## src/rtl/present_inv_sbox_serial_d1.sv

```systemverilog
// Two-share masked PRESENT inverse S-box layer, nibble-serial.
// Each nibble passes a GHPC-style masked core of one or two register-separated stages.
module present_inv_sbox_serial_d1 #(
   parameter int low_latency = 0,
   parameter int pipeline    = 1
) (
   input  logic        clk,
   input  logic        rst_n,
   input  logic        start,
   input  logic [63:0] in0,
   input  logic [63:0] in1,
   input  logic [7:0]  r,
   output logic        busy,
   output logic        done,
   output logic [63:0] out0,
   output logic [63:0] out1
);

   localparam logic [1:0] ST_IDLE = 2'd0;
   localparam logic [1:0] ST_RUN  = 2'd1;
   localparam logic [1:0] ST_DONE = 2'd2;

   // Affine constant of the inverse S-box; added to share 0 only.
   localparam logic [3:0] AFF_C = 4'h5;

   // Inverse S-box with its affine constant removed: sinv_core(x) = Sinv(x) ^ 5.
   function automatic logic [3:0] sinv_core(input logic [3:0] x);
      logic [3:0] y;
      case (x)
         4'h0:    y = 4'h0;
         4'h1:    y = 4'hB;
         4'h2:    y = 4'hA;
         4'h3:    y = 4'hD;
         4'h4:    y = 4'h9;
         4'h5:    y = 4'h4;
         4'h6:    y = 4'h7;
         4'h7:    y = 4'h8;
         4'h8:    y = 4'hE;
         4'h9:    y = 4'h1;
         4'hA:    y = 4'h3;
         4'hB:    y = 4'h6;
         4'hC:    y = 4'h5;
         4'hD:    y = 4'h2;
         4'hE:    y = 4'hC;
         4'hF:    y = 4'hF;
         default: y = 4'h0;
      endcase
      return y;
   endfunction

   // GHPC table: entry j = core(x0 ^ j) ^ m; depends on share 0 and randomness only.
   function automatic logic [63:0] ghpc_table(input logic [3:0] x0, input logic [3:0] m);
      logic [63:0] t;
      logic [3:0]  jn;
      t = 64'h0;
      for (int j = 0; j < 16; j++) begin
         jn = j[3:0];
         t[4*j +: 4] = sinv_core(x0 ^ jn) ^ m;
      end
      return t;
   endfunction

   function automatic logic [3:0] tab_sel(input logic [63:0] t, input logic [3:0] sel);
      return t[{sel, 2'b00} +: 4];
   endfunction

   logic [1:0]  state_r;
   logic        busy_r;
   logic        done_r;
   logic [63:0] st0_r;
   logic [63:0] st1_r;
   logic [3:0]  issue_cnt_r;
   logic        all_issued_r;
   logic [63:0] out0_r;
   logic [63:0] out1_r;

   logic        s1_v_r;
   logic [3:0]  s1_idx_r;
   logic [63:0] s1_tab_r;
   logic [3:0]  s1_x1_r;
   logic [3:0]  s1_m_r;

   logic        issue_s;
   logic        stall_s;
   logic        last_collect_s;
   logic [3:0]  iss_x0_s;
   logic [3:0]  iss_x1_s;
   logic [3:0]  s1_rnd_s;
   logic        fin_v_s;
   logic [3:0]  fin_idx_s;
   logic [3:0]  fin_y0_s;
   logic [3:0]  fin_y1_s;

   // Issue decision and selection of the nibble shares to issue.
   always_comb begin
      iss_x0_s = st0_r[{issue_cnt_r, 2'b00} +: 4];
      iss_x1_s = st1_r[{issue_cnt_r, 2'b00} +: 4];
      issue_s  = 1'b0;
      if ((state_r == ST_RUN) && !all_issued_r && ((pipeline != 0) || !stall_s)) begin
         issue_s = 1'b1;
      end else begin
         issue_s = 1'b0;
      end
      last_collect_s = fin_v_s && (fin_idx_s == 4'hF);
   end

   // Control FSM with state capture on an accepted start.
   always_ff @(posedge clk) begin
      if (!rst_n) begin
         state_r <= ST_IDLE;
         busy_r  <= 1'b0;
         done_r  <= 1'b0;
         st0_r   <= 64'h0;
         st1_r   <= 64'h0;
      end else begin
         case (state_r)
            ST_IDLE: begin
               done_r <= 1'b0;
               if (start) begin
                  st0_r   <= in0;
                  st1_r   <= in1;
                  busy_r  <= 1'b1;
                  state_r <= ST_RUN;
               end
            end
            ST_RUN: begin
               if (last_collect_s) begin
                  busy_r  <= 1'b0;
                  done_r  <= 1'b1;
                  state_r <= ST_DONE;
               end
            end
            ST_DONE: begin
               done_r  <= 1'b0;
               state_r <= ST_IDLE;
            end
            default: begin
               busy_r  <= 1'b0;
               done_r  <= 1'b0;
               state_r <= ST_IDLE;
            end
         endcase
      end
   end

   // Issue counter; saturates after nibble 15 instead of wrapping.
   always_ff @(posedge clk) begin
      if (!rst_n) begin
         issue_cnt_r  <= 4'h0;
         all_issued_r <= 1'b0;
      end else if ((state_r == ST_IDLE) && start) begin
         issue_cnt_r  <= 4'h0;
         all_issued_r <= 1'b0;
      end else if (issue_s) begin
         if (issue_cnt_r == 4'hF) begin
            all_issued_r <= 1'b1;
         end else begin
            issue_cnt_r <= issue_cnt_r + 4'd1;
         end
      end
   end

   // Core stage 1: register the share-0 table, share 1 and the output mask.
   always_ff @(posedge clk) begin
      if (!rst_n) begin
         s1_v_r   <= 1'b0;
         s1_idx_r <= 4'h0;
         s1_tab_r <= 64'h0;
         s1_x1_r  <= 4'h0;
         s1_m_r   <= 4'h0;
      end else begin
         s1_v_r <= issue_s;
         if (issue_s) begin
            s1_idx_r <= issue_cnt_r;
            s1_tab_r <= ghpc_table(iss_x0_s, s1_rnd_s);
            s1_x1_r  <= iss_x1_s;
            s1_m_r   <= s1_rnd_s;
         end
      end
   end

   generate
      if (low_latency != 0) begin : g_l1
         assign s1_rnd_s = r[3:0] ^ r[7:4];
         assign stall_s  = 1'b0;

         // Single stage: share 1 selects its table entry straight after the register.
         always_comb begin
            fin_v_s   = s1_v_r;
            fin_idx_s = s1_idx_r;
            fin_y0_s  = tab_sel(s1_tab_r, s1_x1_r) ^ AFF_C;
            fin_y1_s  = s1_m_r;
         end
      end else begin : g_l2
         logic       s2_v_r;
         logic [3:0] s2_idx_r;
         logic [3:0] s2_y0_r;
         logic [3:0] s2_y1_r;

         assign s1_rnd_s = r[3:0];
         assign stall_s  = s1_v_r;

         // Core stage 2: resolve the table and refresh both shares with r[7:4].
         always_ff @(posedge clk) begin
            if (!rst_n) begin
               s2_v_r   <= 1'b0;
               s2_idx_r <= 4'h0;
               s2_y0_r  <= 4'h0;
               s2_y1_r  <= 4'h0;
            end else begin
               s2_v_r <= s1_v_r;
               if (s1_v_r) begin
                  s2_idx_r <= s1_idx_r;
                  s2_y0_r  <= tab_sel(s1_tab_r, s1_x1_r) ^ r[7:4] ^ AFF_C;
                  s2_y1_r  <= s1_m_r ^ r[7:4];
               end
            end
         end

         // Final-stage view of the two-stage core.
         always_comb begin
            fin_v_s   = s2_v_r;
            fin_idx_s = s2_idx_r;
            fin_y0_s  = s2_y0_r;
            fin_y1_s  = s2_y1_r;
         end
      end
   endgenerate

   // Collect: write only the nibble field carried with the valid result.
   always_ff @(posedge clk) begin
      if (!rst_n) begin
         out0_r <= 64'h0;
         out1_r <= 64'h0;
      end else if (fin_v_s) begin
         out0_r[{fin_idx_s, 2'b00} +: 4] <= fin_y0_s;
         out1_r[{fin_idx_s, 2'b00} +: 4] <= fin_y1_s;
      end
   end

   assign busy = busy_r;
   assign done = done_r;
   assign out0 = out0_r;
   assign out1 = out1_r;

endmodule

```

## config.mk

```make
export PLATFORM = sky130hd
export DESIGN_NAME = present_inv_sbox_serial_d1
export DESIGN_NICKNAME = d
export VERILOG_FILES = /design/src/rtl/present_inv_sbox_serial_d1.sv
export SDC_FILE = /design/constraint.sdc
export NUM_CORES = 1
export LEC_CHECK = 0
export CAP_MARGIN = 30
export CORE_UTILIZATION = 60
export CTS_BUF_LIST = sky130_fd_sc_hd__clkbuf_4 sky130_fd_sc_hd__clkbuf_8
export CTS_CLUSTER_SIZE = 28
export DETAILED_ROUTE_END_ITERATION = 10
export PLACE_DENSITY = 0.95
export SLEW_MARGIN = 10
export SYNTH_ARGS = -nofsm -noshare
export SYNTH_HDL_FRONTEND = slang
export SYNTH_SLANG_ARGS = --single-unit
```

## constraint.sdc

```tcl
create_clock -name clk -period 6 [get_ports clk]
set_input_delay 1.2 -clock clk [delete_from_list [all_inputs] [get_ports clk]]
set_output_delay 1.2 -clock clk [all_outputs]
set_load 0.01 [all_outputs]
```

==> impl_results.md, run 1 <==
* Largest net degree at the start of global routing at 127
* Pleak at 8.23 nW
* Skew final at 0.0331 ns
* Antenna violations before repair at 0
* Pwr Total at 5.51 mW
* Synth Register Bits at 347
* Wire per inst at 19.0 microns
* Sw frac at between 20% and 30%
* Layout cell share with drive strength beyond 1 at 9.19%
* Critical path endpoint category: register
* Via density at 5.91
* Worst R2R End: s1_tab_r[41]
* Hold_buf cts at 0
* Avg Cell Area, Syn at 9.27 sq um
* Die X-Extent at 168 microns
* WHS at 0.447 ns
* Routability congestion estimate at 0.880
* Synthesized cell area at about 0.016 sq mm
* Worst-Margin Slew at 0.992 ns
* Max Clock Freq at about 0.22 GHz
* Rel. slew slack at 33.4%
* Slew Viols, Final at 0
* Initial core utilization at approximately 61%
* Mapped Nets at 1927
* Util after Layout at between 70% and 80%
* Total track usage at 31.3%
* # DRC at 0
* Cts repair resizes at 0
* Root Buffer Master: clkbuf_8
* Share of power burned in registers at 45.2%
* Hpwl dp at 29500 microns
* Max-cap violation count at 0
* Vias in the first global route at 13800
* FFs w/ async S/R, synth at 0%
* Worst path slowest cell: ha_1
* H-tree depth at 2
* Die area at 0.0281 sq mm
* Final setup vio count at 0
* CTS clk-pin slew, worst paths at 0.07 ns
* N_diodes at 0
* 1st-pass router iterations at 6
* Seq/Total Area, Yosys at about 42%
* Final Critical Period at 4.48 ns
* Synth cell types at 51
* Initial drt markers at 1558
* Clk buf depth at 3
* # port buffers at between 200 and 300
* Num CTS Buffers at 54
* First-pass GRT wire length at 70900 microns
* Pint at 4.10 mW
* RSZ-0062 raised after global routing: no
* Number of synthesized flops with an enable pin at 0
* Core Region at between 0.02 and 0.03 sq mm
* TNS Setup at 0 ns
* Gr ovfl total at 0
* I/O pin total at 269
* Flop-to-flop setup slack at 1.52 ns
* Top delay family on crit path: buffers and inverters
* Number of stages on the worst setup path at 10
* Routed via count at 13900
* Clk network pwr share at about two fifths
* CP bufs+invs at 2
* R2r worst-path depth at 10
* Startpoint types: register
* Worst setup path start: issue_cnt_r[0]
* Comb pwr share at between 10% and 20%
* CP Capture Point: s1_tab_r[41]
* Power Dens Cells at 270 mW/mm^2
* Switch Pwr at 1.41 mW
* WS Path Type: register to register
* Mapped Cells at 1775
* VDD IR max at 0.000167 V
* Final non-filler cell total at 2353
* Net count, final at 2121
* Post-DRT Antenna Nets at 0
* Worst-skew pair later-pin latency at about 0.6 ns
* CP cell instances: buf_4 > mux4_2 > nand3_1 > and4_1 > ha_1 > inv_1 > and2_1 > o32ai_1 > xor2_1 > a21oi_1
* Sink Count at 347
* Number of synthesis warnings at 0
* # rows at 60
* Final wirelength at 44600 microns
* DP Cell Count at 2252
* Most used DFF post-synth: dfxtp_1
* Worst EP arrival at 4.92 ns
* CTS tree: done
* Status: complete, no violations
* Min-delay worst type: register to register
* Setup Fix Bufs, Post-CTS at 0
* Final Hold Viols at 0
* Fin crit share at around 75%
* RR Startpoint: issue_cnt_r[0]
* Die Y at 168 microns
* Area growth, synth to finish at 23.8%
* Worst Path Max Fanout at 24
* CP required at about 6.4 ns
* Longest individual stage delay on the worst path at 0.76 ns
## metrics by stage
step | setup WS, ns | cell area, sq um
4_1_cts | 1.56 | 20400
6_report | 1.52 | 20400
3_3_place_gp | 1.77 | 19000
5_1_grt | 1.26 | 20400
2_1_floorplan | 3.17 | 16500
3_5_place_dp | 1.60 | 19100
## cell type report
cell class / count / area, sq um
Clock buffer: 88 / 1100
Clock inverter: 11 / 173
Fill cell: 1640 / 6580
Inverter: 12 / 45.0
Multi-Input combinational cell: 1270 / 8810
Sequential cell: 347 / 6950
Tap cell: 341 / 427
Timing Repair Buffer: 284 / 2870
## metal layers
metal / routed length, microns / vias up / track usage [%]
li1: - / 6381 / -
met1: 17800 / 6667 / 38.5
met2: 21700 / 693 / 54.2
met3: 3130 / 163 / 4.77
met4: 1960 / 0 / 13.8
met5: 0 / - / 0
## logic make-up (layout without fill, tap and decap cells)
logic type / Yosys count / count (layout) / synth area share, %
flip-flops: 347 / 347 / 42.2
AO/OA/AOI/OAI: 303 / 303 / 12.1
AND/OR/NAND/NOR: 640 / 640 / 17.7
XOR/XNOR: 66 / 66 / 3.56
buffers and inverters: 158 / 395 / 4.45
multiplexers: 248 / 248 / 19.0
adder cells (fa/ha/maj): 13 / 13 / 0.988
## power groups by stage
stage | clock network [mW] | registers, mW | logic (mW)
after floorplan | 0 | 2.49 | 0.529
after global placement | 0 | 2.53 | 0.667
after detailed placement | 0 | 2.53 | 0.704
after CTS | 2.30 | 2.48 | 0.716
after global routing | 2.40 | 2.49 | 0.779
final | 2.30 | 2.49 | 0.727
## worst register-to-register path, stage by stage (launching register included)
cell     delay, ns
dfxtp_2       0.64
buf_4         0.47
mux4_2        0.57
nand3_1       0.10
and4_1        0.33
ha_1          0.76
inv_1         0.53
and2_1        0.31
o32ai_1       0.35
xor2_1        0.18
a21oi_1       0.08
## worst min path at each step
stage                       startpoint      endpoint  cells after the start
after CTS                 s1_tab_r[22]  s1_tab_r[22]                      2
after global placement    s1_tab_r[61]  s1_tab_r[61]                      2
final                     s1_tab_r[22]  s1_tab_r[22]                      2
after detailed placement  s1_tab_r[22]  s1_tab_r[22]                      2
after global routing          st1_r[9]      st1_r[9]                      2
after floorplan           s1_tab_r[14]  s1_tab_r[14]                      2
## synthesized netlist by cell type, drive strengths merged, types with 2 or more instances
master	number	area, sq um
a221oi	3	26.3
ha	13	163
xnor2	44	393
o211a	7	70.1
nor2b	134	838
dfxtp	347	6950
inv	11	41.3
mux4	51	1150
clkbuf	100	375
nand2	387	1450
nand3	5	25.0
nor3	12	60.1
o21ai	78	390
a21oi	52	260
mux2i	192	1920
o32ai	4	42.6
a21o	2	15.0
nor2	46	175
and4	2	17.5
a22oi	4	30.0
and3	9	56.3
xor2	22	193
a21boi	146	1100
and2	29	181
o221ai	2	17.5
nor3b	2	15.0
nand2b	4	25.0
or3	2	12.5
buf	46	312
o22ai	2	12.5
or2	4	25.0
mux2	5	60.1
## registers in the layout, indices dropped and copies added (netlist names)
name,cells
all_issued_r,1
busy,1
done,1
fin_idx_s,4
fin_v_s,1
fin_y0_s,4
fin_y1_s,4
issue_cnt_r,4
out0,64
out1,64
s1_idx_r,4
s1_m_r,4
s1_tab_r,56
s1_v_r,1
s1_x1_r,4
st0_r,64
st1_r,64
state_r,2
## layout by cell type (no fill, tap or decap), types with 12 or more instances in the layout
| master | instances |
|---|---|
| clkbuf_8 | 71 |
| nor2b_1 | 133 |
| nor2_1 | 45 |
| ha_1 | 13 |
| nor3_1 | 12 |
| clkdlybuf4s50_1 | 267 |
| nand2_1 | 386 |
| and2_1 | 28 |
| xor2_1 | 22 |
| o21ai_0 | 30 |
| dfxtp_1 | 345 |
| a21boi_1 | 146 |
| clkbuf_4 | 17 |
| a21oi_1 | 52 |
| xnor2_1 | 43 |
| o21ai_1 | 48 |
| mux2i_1 | 191 |
| mux4_2 | 51 |
No activity file was read; power rests on OpenSTA's default activity.
==> run 2: changes to the inputs <==
Settings changed: CORE_UTILIZATION 60 to 56, PLACE_DENSITY 0.95 to 0.9.
Clock period 6 ns to 4.51 ns, I/O delays scaled along.
==> run 2 against run 1 <==
  * Sequential power rose by 33%
  * Via count fell by 2.9%
  * Cell count rose by 1.9%
==> impl_results.md, run 2 (same netlist as run 1, synthesis figures left out) <==
* Status: complete, no violations
* Pint at 5.23 mW (+28%)
* Worst setup path start: issue_cnt_r[0]
* I/O pin total at 269 (unchanged)
* VDD IR max at 0.000226 V (+35%)
* Power Dens Cells at 347 mW/mm^2 (+28%)
* Util after Layout at 70.6% (-5.0 points)
* Layout cell share with drive strength beyond 1 at 9.24% (+0.045 points)
* Post-DRT Antenna Nets at 0 (unchanged)
* Cts repair resizes at 0 (unchanged)
* Rel. slew slack at 36.6% (+3.2 points)
* Hpwl dp at 28600 microns (-3.3%)
* CTS tree: done
* Via density at 5.63 (-4.7%)
* Num CTS Buffers at 53 (-1.9%)
* Hold_buf cts at 0 (unchanged)
* Sw frac at 25.7% (+0.033 points)
* Share of power burned in registers at 46.9% (+1.7 points)
* Total track usage at 27.4% (-3.9 points)
* Final Hold Viols at 0 (unchanged)
* Most common cell after layout, fill and taps aside: nand2_1
* # rows at 62 (+3.3%)
* Area growth, synth to finish at 23.5%
* # port buffers at 268 (unchanged)
* Final wirelength at 41700 microns (-6.6%)
* CTS clk-pin slew, worst paths at 0.07 ns (about the same)
* Fillers at 2012 (+23%)
* Comb pwr share at 13.5% (+0.3 points)
* Skew final at 0.0510 ns (+0.0179 ns)
* Die Y at 173 microns (+3.5%)
* TNS Setup at 0 ns (unchanged)
* Clk network pwr share at 39.6% (-2.1 points)
* Core Region at 0.0288 sq mm (+6.8%)
* Setup Fix Bufs, Post-CTS at 0 (unchanged)
* Hold_sp: s1_tab_r[18]
* Antenna violations before repair at 0 (unchanged)
* Gr ovfl total at 0 (unchanged)
* RSZ-0062 raised after global routing: no
* Wire per inst at 17.4 microns (-8.3%)
* # DRC at 0 (unchanged)
* RR Startpoint: issue_cnt_r[0]
* Final setup vio count at 0 (unchanged)
* Root Buffer Master: clkbuf_8
* Max Clock Freq at 0.268 GHz (+20%)
* N_diodes at 0 (unchanged)
* Routability congestion estimate at 0.878 (-0.25%)
* Largest net degree at the start of global routing at 138 (+8.7%)
* Worst Path Max Fanout at 24 (unchanged)
* Most frequent cells in the layout: 386 x nand2_1, 345 x dfxtp_1, 267 x clkdlybuf4s50_1, 191 x mux2i_1, 146 x a21boi_1
* Clk buf depth at 3 (unchanged)
* Worst-Margin Slew at 0.951 ns (-0.0408 ns)
* Worst EP arrival at 4.16 ns (-0.76 ns)
* Min-delay worst type: register to register
* Initial core utilization at 57.2% (-3.9 points)
* 1st-pass router iterations at 5 (-1)
* Routed via count at 13500 (-2.9%)
* Sink Count at 347 (unchanged)
* H-tree depth at 2 (unchanged)
* Pleak at 8.20 nW (-0.45%)
* Startpoint types: register
* Net count, final at 2127 (+0.28%)
* Die area at 0.0301 sq mm (+7.1%)
* First-pass GRT wire length at 67600 microns (-4.6%)
* Vias in the first global route at 13200 (-4.9%)
* CP required at 4.95 ns (-1.49 ns)
* Switch Pwr at 1.81 mW (+28%)
* Worst-skew pair later-pin latency at 0.61 ns (about the same)
* Critical path endpoint category: register
* Initial drt markers at 1105 (-29%)
* Die X-Extent at 173 microns (+3.5%)
* Slew Viols, Final at 0 (unchanged)
* Final Critical Period at 3.73 ns (-0.758 ns)
* WS Path Type: register to register
* Fin crit share at 82.6% (+7.9 points)
* Max-cap violation count at 0 (unchanged)
-- run 2: power by group through the flow --
stage / combinational, mW / sequential (mW) / clock [mW]
CTS: 0.943 / 3.30 / 2.82
global placement: 0.900 / 3.36 / 0
floorplan: 0.703 / 3.31 / 0
global route: 1.03 / 3.31 / 2.96
detailed placement: 0.935 / 3.37 / 0
finish: 0.950 / 3.30 / 2.79
-- run 2: layout make-up --
class | count | area [sq um] | area share (%)
clock buffers | 86 | 1080 | 5.30
clock inverters | 7 | 77.6 | 0.382
inverters | 12 | 45.0 | 0.222
multi-input cells | 1270 | 8810 | 43.3
flip-flops and latches | 347 | 6950 | 34.2
well taps | 384 | 480 | 2.36
repair buffers | 291 | 2880 | 14.2
-- run 2: critical path: stages (launching register included) --
cell and delay, ns:
dfxtp_2 0.65, mux4_2 0.58, nand2_1 0.07, and4_1 0.47, ha_1 0.31, buf_4 0.23, inv_1 0.42, nor2_1 0.18
o32ai_1 0.37, xor2_1 0.17, a21oi_1 0.09
-- run 2: layer usage --
metal | wire [microns] | global-route usage (%) | share of wire (%)
met1 | 17800 | 35.3 | 43
met2 | 19900 | 46.4 | 48
met3 | 2800 | 4.41 | 6.7
met4 | 1200 | 9.62 | 2.9
met5 | 0 | 0 | 0
-- run 2: metrics by stage --
step / cells / hold WS [ns] / power, mW / worst slack (ns) / instance area, sq um
finish: 2397 / 0.446 / 7.04 / 0.785 / 20300
detailed placement: 2302 / 0.439 / 4.30 / 0.907 / 19200
CTS: 2395 / 0.447 / 7.06 / 0.849 / 20300
global placement: 2300 / 0.431 / 4.26 / 0.989 / 19100
floorplan: 1775 / 0.422 / 4.01 / 1.68 / 16500
global route: 2397 / 0.468 / 7.30 / 0.580 / 20300
-- run 2: worst paths after layout --
kind / slack, ns / end / cells after the start
hold / removal: 0.45 / s1_tab_r[18] / 2
setup reg to reg: 0.78 / s1_tab_r[43] / 10
setup / recovery: 0.78 / s1_tab_r[43] / 10
hold reg to reg: 0.45 / s1_tab_r[18] / 2
